**config.mk**
```make
export PLATFORM = sky130hd
export DESIGN_NAME = cla16_mp_sequencer
export DESIGN_NICKNAME = d
export VERILOG_FILES = /design/src/rtl/cla_seq_pkg.sv /design/src/rtl/cla16_mp_sequencer_cla16.sv /design/src/rtl/cla16_mp_sequencer.sv
export SDC_FILE = /design/constraint.sdc
export NUM_CORES = 1
export LEC_CHECK = 0
export CORE_ASPECT_RATIO = 1.1
export CORE_MARGIN = 2
export CORE_UTILIZATION = 53
export DETAILED_ROUTE_END_ITERATION = 10
export DONT_BUFFER_PORTS = 1
export GPL_ROUTABILITY_DRIVEN = 0
export HOLD_SLACK_MARGIN = 0.08
export PLACE_DENSITY_LB_ADDON = 0.12
export SETUP_SLACK_MARGIN = 0.05
export SLEW_MARGIN = 20
export SYNTH_ARGS = -nofsm -noshare
export SYNTH_HDL_FRONTEND = slang
export SYNTH_SLANG_ARGS = --single-unit
```
**constraint.sdc**
```tcl
create_clock -name clk -period 4.4 [get_ports clk]
set_input_delay 0.88 -clock clk [delete_from_list [all_inputs] [get_ports clk]]
set_output_delay 0.88 -clock clk [all_outputs]
set_load 0.05 [all_outputs]
```
**src/rtl/cla_seq_pkg.sv**
```systemverilog
// rtl/cla_seq_pkg.sv - shared constants, state encoding and index-width helper for the multi-precision CLA sequencer
package cla_seq_pkg;

    // Width of the shared carry-lookahead datapath
    localparam int CLA_W = 16;

    typedef enum logic [1:0] {
        ST_IDLE = 2'd0,
        ST_RUN  = 2'd1,
        ST_DONE = 2'd2
    } state_e;

    // Ceiling log2 with a floor of one bit so a single-word build still has a legal index register
    function automatic int clog2(input int words);
        int w;
        w = 1;
        while ((1 << w) < words) begin
            w = w + 1;
        end
        return w;
    endfunction

endpackage

```
**src/rtl/cla16_mp_sequencer_cla16.sv**
```systemverilog
// rtl/cla16_mp_sequencer_cla16.sv - 16-bit carry-lookahead adder, four 4-bit groups with a lookahead carry unit
module cla16_mp_sequencer_cla16
    import cla_seq_pkg::*;
(
    input  logic [CLA_W-1:0] a_i,
    input  logic [CLA_W-1:0] b_i,
    input  logic             c_i,
    output logic [CLA_W-1:0] s_o,
    output logic             c_o
);

    logic [CLA_W-1:0] g;
    logic [CLA_W-1:0] p;
    logic [3:0]       grp_g;
    logic [3:0]       grp_p;
    logic [4:0]       grp_c;

    // Bit generate/propagate and per-group generate/propagate terms
    always_comb begin
        g     = a_i & b_i;
        p     = a_i ^ b_i;
        grp_g = '0;
        grp_p = '0;
        for (int k = 0; k < 4; k++) begin
            logic gk;
            logic pk;
            gk = 1'b0;
            pk = 1'b1;
            for (int i = 0; i < 4; i++) begin
                gk = g[4*k+i] | (p[4*k+i] & gk);
                pk = pk & p[4*k+i];
            end
            grp_g[k] = gk;
            grp_p[k] = pk;
        end
    end

    // Lookahead carry unit: every group carry-in is a flat function of c_i and the group terms
    always_comb begin
        grp_c[0] = c_i;
        grp_c[1] = grp_g[0] | (grp_p[0] & c_i);
        grp_c[2] = grp_g[1] | (grp_p[1] & grp_g[0]) | (grp_p[1] & grp_p[0] & c_i);
        grp_c[3] = grp_g[2] | (grp_p[2] & grp_g[1]) | (grp_p[2] & grp_p[1] & grp_g[0])
                 | (grp_p[2] & grp_p[1] & grp_p[0] & c_i);
        grp_c[4] = grp_g[3] | (grp_p[3] & grp_g[2]) | (grp_p[3] & grp_p[2] & grp_g[1])
                 | (grp_p[3] & grp_p[2] & grp_p[1] & grp_g[0])
                 | (grp_p[3] & grp_p[2] & grp_p[1] & grp_p[0] & c_i);
    end

    // Sum bits: carries inside each 4-bit group start from the lookahead group carry
    always_comb begin
        s_o = '0;
        for (int k = 0; k < 4; k++) begin
            logic cc;
            cc = grp_c[k];
            for (int i = 0; i < 4; i++) begin
                s_o[4*k+i] = p[4*k+i] ^ cc;
                cc = g[4*k+i] | (p[4*k+i] & cc);
            end
        end
    end

    assign c_o = grp_c[4];

endmodule

```
**src/rtl/cla16_mp_sequencer.sv**
```systemverilog
// rtl/cla16_mp_sequencer.sv - word-serial multi-precision adder around one CLA16; CLA_SEQ_SUB_EN adds a subtract mode
module cla16_mp_sequencer
    import cla_seq_pkg::*;
#(
    parameter int WORDS = 4
) (
    input  logic                   clk,
    input  logic                   rst_n,
    input  logic                   start_valid,
    output logic                   start_ready,
    input  logic [CLA_W*WORDS-1:0] a,
    input  logic [CLA_W*WORDS-1:0] b,
    input  logic                   carry_in,
`ifdef CLA_SEQ_SUB_EN
    input  logic                   sub,
`endif
    output logic                   res_valid,
    input  logic                   res_ready,
    output logic [CLA_W*WORDS-1:0] sum,
    output logic                   carry_out,
    output logic                   busy
);

    localparam int N  = CLA_W * WORDS;
    localparam int IW = clog2(WORDS);
    localparam logic [IW-1:0] LAST_IDX = IW'(WORDS - 1);

    state_e           state_q;
    state_e           state_d;
    logic [IW-1:0]    idx_q;
    logic             carry_q;
    logic [N-1:0]     a_q;
    logic [N-1:0]     b_q;
    logic [N-1:0]     sum_q;
    logic             cout_q;
`ifdef CLA_SEQ_SUB_EN
    logic             sub_q;
`endif

    logic             accept;
    logic             step;
    logic             last_word;
    logic             init_carry;
    int               word_base;
    logic [CLA_W-1:0] a_word;
    logic [CLA_W-1:0] b_word;
    logic [CLA_W-1:0] cla_sum;
    logic             cla_cout;

    // Word select for the current index; subtract mode feeds inverted B words
    always_comb begin
        word_base = int'(idx_q) * CLA_W;
        a_word    = a_q[word_base +: CLA_W];
`ifdef CLA_SEQ_SUB_EN
        b_word     = sub_q ? ~b_q[word_base +: CLA_W] : b_q[word_base +: CLA_W];
        init_carry = sub ? 1'b1 : carry_in;
`else
        b_word     = b_q[word_base +: CLA_W];
        init_carry = carry_in;
`endif
    end

    cla16_mp_sequencer_cla16 u_cla16 (
        .a_i (a_word),
        .b_i (b_word),
        .c_i (carry_q),
        .s_o (cla_sum),
        .c_o (cla_cout)
    );

    // State register
    always_ff @(posedge clk or negedge rst_n) begin
        if (!rst_n) begin
            state_q <= ST_IDLE;
        end else begin
            state_q <= state_d;
        end
    end

    // Next state and datapath strobes: accept only in IDLE, one word per RUN cycle, hold in DONE
    always_comb begin
        state_d   = state_q;
        accept    = 1'b0;
        step      = 1'b0;
        last_word = (idx_q == LAST_IDX);
        case (state_q)
            ST_IDLE: begin
                if (start_valid) begin
                    accept  = 1'b1;
                    state_d = ST_RUN;
                end
            end
            ST_RUN: begin
                step = 1'b1;
                if (last_word) begin
                    state_d = ST_DONE;
                end
            end
            ST_DONE: begin
                if (res_ready) begin
                    state_d = ST_IDLE;
                end
            end
            default: state_d = ST_IDLE;
        endcase
    end

    // Operand latch, word-serial sum write-back and the carry chain between words
    always_ff @(posedge clk or negedge rst_n) begin
        if (!rst_n) begin
            idx_q   <= '0;
            carry_q <= 1'b0;
            a_q     <= '0;
            b_q     <= '0;
            sum_q   <= '0;
            cout_q  <= 1'b0;
`ifdef CLA_SEQ_SUB_EN
            sub_q   <= 1'b0;
`endif
        end else if (accept) begin
            a_q     <= a;
            b_q     <= b;
            carry_q <= init_carry;
            idx_q   <= '0;
`ifdef CLA_SEQ_SUB_EN
            sub_q   <= sub;
`endif
        end else if (step) begin
            sum_q[word_base +: CLA_W] <= cla_sum;
            carry_q                   <= cla_cout;
            idx_q                     <= last_word ? '0 : idx_q + IW'(1);
            if (last_word) begin
                cout_q <= cla_cout;
            end
        end
    end

    assign start_ready = (state_q == ST_IDLE);
    assign res_valid   = (state_q == ST_DONE);
    assign busy        = (state_q != ST_IDLE);
    assign sum         = sum_q;
    assign carry_out   = cout_q;

endmodule

```
==> results.md <==
- Outcome: finished, final reports clean
- Clock-pin slew on the worst setup and hold paths: about 0.070 ns
- Met3 Use GR: 0.0761
- Top_reg_cell synth: dfrtp_1
- Nets: 804
- Layout area overhead: 9.16%
- Sequential share of the synthesized area: 0.559
- Final core occ: 0.591
- Synthesized instance count: approximately 650
- Clock Path Buffers: 2
- Worst path arrival time: around 4.4 ns
- Met2 GRT Util: 0.388
- Synth unique cells: 31
- Core area: about 16000 sq um
- Crit path max fanout: 21
- Mean Syn Cell Area: approximately 14 sq um
- Num CTS Buffers: 17
- Critical path class: reg -> reg
- Startpoint types: flip-flop
- RSZ-0062 raised after global routing: false
- Final period util: 0.930
- DR WL/cell: approximately 23 microns
- Cell family with most CP delay: adder cells
- Number of fillers in the final layout: between 1k and 1.5k
- Fmax: roughly 0.24 GHz
- Fin Setup TNS: 0 ns
- Largest net degree at the start of global routing: between 150 and 200
- Layout cells sized above 1: 0.331
- Maxcap violations: 0
- Post-cts sizing count: 0
- Worst skew pair latency: 0.43 ns
- Tightest Hold Check Type: in -> async
- Avg Vias per Cell: ~6
- Max_slew headroom: 0.405
- Crit path capture type: flip-flop
- Post-synth EDFFs: 0
- Initial antenna violation count: 3
- CP max stage delay: approximately 0.56 ns
- Die ar.: 17800 sq um
- Top cell type's share of synthesized area: 0.559
- Slew of the pin with the lowest slew margin: 0.892 ns
- Crit path buffers/inverters: 1
- Clk_skew: a little over 0.007 ns
- Area leader, netlist: dfrtp_1
- H-Tree Depth: 4
- Horiz. Die Dim: ~130 microns
- Syn Std Cell Area: 8860 sq um
- Syn Nets: a little over 800
- Die height: 140 microns
- CP max-delay cell: mux4_2
- Post-Place Worst Slack: roughly 0.24 ns
- CP cell instances: buf_12 -> mux4_2 -> ha_1 -> a211oi_1 -> o21ai_1 -> a21oi_1 -> o21ba_2 -> fa_1 -> fa_1 -> fa_1 -> xor2_1 -> o21ai_0
- Endpoints failing setup: 0
- CP required: about 4.7 ns
- ANT nets after route: 0
- First-pass GRT wire length: around 31000 microns
- Worst hold slack: roughly 0.15 ns
- Reg area: around 5000 sq um
- #FFs+latches synth: 198
- Count of buffers from port buffering: 0
- FFs w/ async S/R, synth: 1.00
- Grt peak-use layer: met2
- Met1 Usage GRT: 0.275
- Vias in the first global route: about 5.6k
- Synth area leaders: dfrtp_1, mux2_2, mux4_2, ha_1, nand2_1
- Tmin final: around 4.1 ns
- CTS sink count: roughly 200
- Most common cell on crit path: fa_1
- Initial core utilization: 0.542
- Most frequent cell after synthesis: dfrtp_1
- DR vias: 5054
- Hold-fix buffers, CTS: 0
- DRC: 0
- Max Slew Vio Count: 0
- Post-CTS Setup Bufs: 0
- Most frequent cells after synthesis: dfrtp_1, mux2_2, nand2_1
- GRT Resource Usage Total: 0.229
- Final wirelength: 19500 microns
- Area of the multi-input gates: approximately 3700 sq um
- Setup WS post-layout: between 0.3 and 0.4 ns
- TritonRoute pass-1 iters: 4
- Placement row count: 49
- Endpoints failing hold: 0
- Global route overflow: 0
- Dpl hpwl: 14100 microns
- Initial DRC count: about 280
- Synth Warn #: 0
- Clk root buf: clkbuf_16
- CTS tree: built
- Num ports: approximately 200
==> path summary, 6_finish.rpt <==
check | slack [ns] | startpoint | end | cells after the start
worst max register to register | 0.31 | idx_q[0] | sum[15] | 12
worst min-delay path | 0.15 | rst_n | sum[3] | 0
max in group asynchronous | 3.90 | rst_n | a_q[61] | 0
worst min register to register | 0.51 | a_q[57] | a_q[57] | 1
worst max-delay path | 0.31 | idx_q[0] | sum[15] | 12
min in group clk | 0.51 | a_q[57] | a_q[57] | 1
==> cell usage in the layout, fill, tap and decap left out, types with 4 or more instances in the layout <==
cell / instances
o21ai_0: 27
fa_1: 12
clkbuf_16: 17
mux4_2: 32
nand4_1: 4
xor2_1: 4
dfrtp_1: 196
nor2_1: 8
o21ai_2: 10
o21ai_1: 33
a21oi_1: 11
ha_1: 22
nand2_1: 72
inv_1: 28
mux2_2: 128
==> logic make-up after synthesis <==
logic type                 share of synthesized area
AOI/OAI and AO/OA                             0.0597
xor gates and xnor gates                     0.00395
adders and majority gates                     0.0582
buffers and inverters                         0.0298
DFF                                            0.559
muxes                                          0.244
and+or+nand+nor                               0.0456
==> through the flow <==
stage,cells,cell area [sq um]
after floorplan,645,8860
after global placement,822,9050
after detailed placement,822,9050
after CTS,854,9670
after global routing,856,9670
final,857,9680
==> metal layers <==
layer | wire length (microns) | vias up
li1 | - | 2265
met1 | 7570 | 2590
met2 | 10000 | 172
met3 | 1540 | 25
met4 | 368 | 2
met5 | 13 | -
==> final cells by class <==
class	count	share of cell area
Antenna cell	3	0.000776
Multi-Input combinational cell	386	0.377
Tap cell	204	0.0264
Timing Repair Buffer	6	0.00853
Clock inverter	15	0.0199
Inverter	28	0.0109
Sequential cell	198	0.512
Clock buffer	17	0.0440
==> flip-flops by register name, summed over array words and instances, names as in the netlist <==
name / flops
carry_q: 1
carry_out: 1
a_q: 64
b_q: 64
idx_q: 2
sum: 64
state_q: 2
==> worst register-to-register path: cells and delay by family (launching register included) <==
kind	cells	cell delay (ns)
flip-flops	1	0.48
XOR/XNOR	1	0.27
multiplexers	1	0.58
buffers and inverters	1	0.24
adder cells (fa/ha/maj)	4	1.50
AO/OA/AOI/OAI	5	0.88
Power is left out: the tool's default activity adds up to more than one toggle a clock period on the data nets, which glitch-free logic cannot reach.
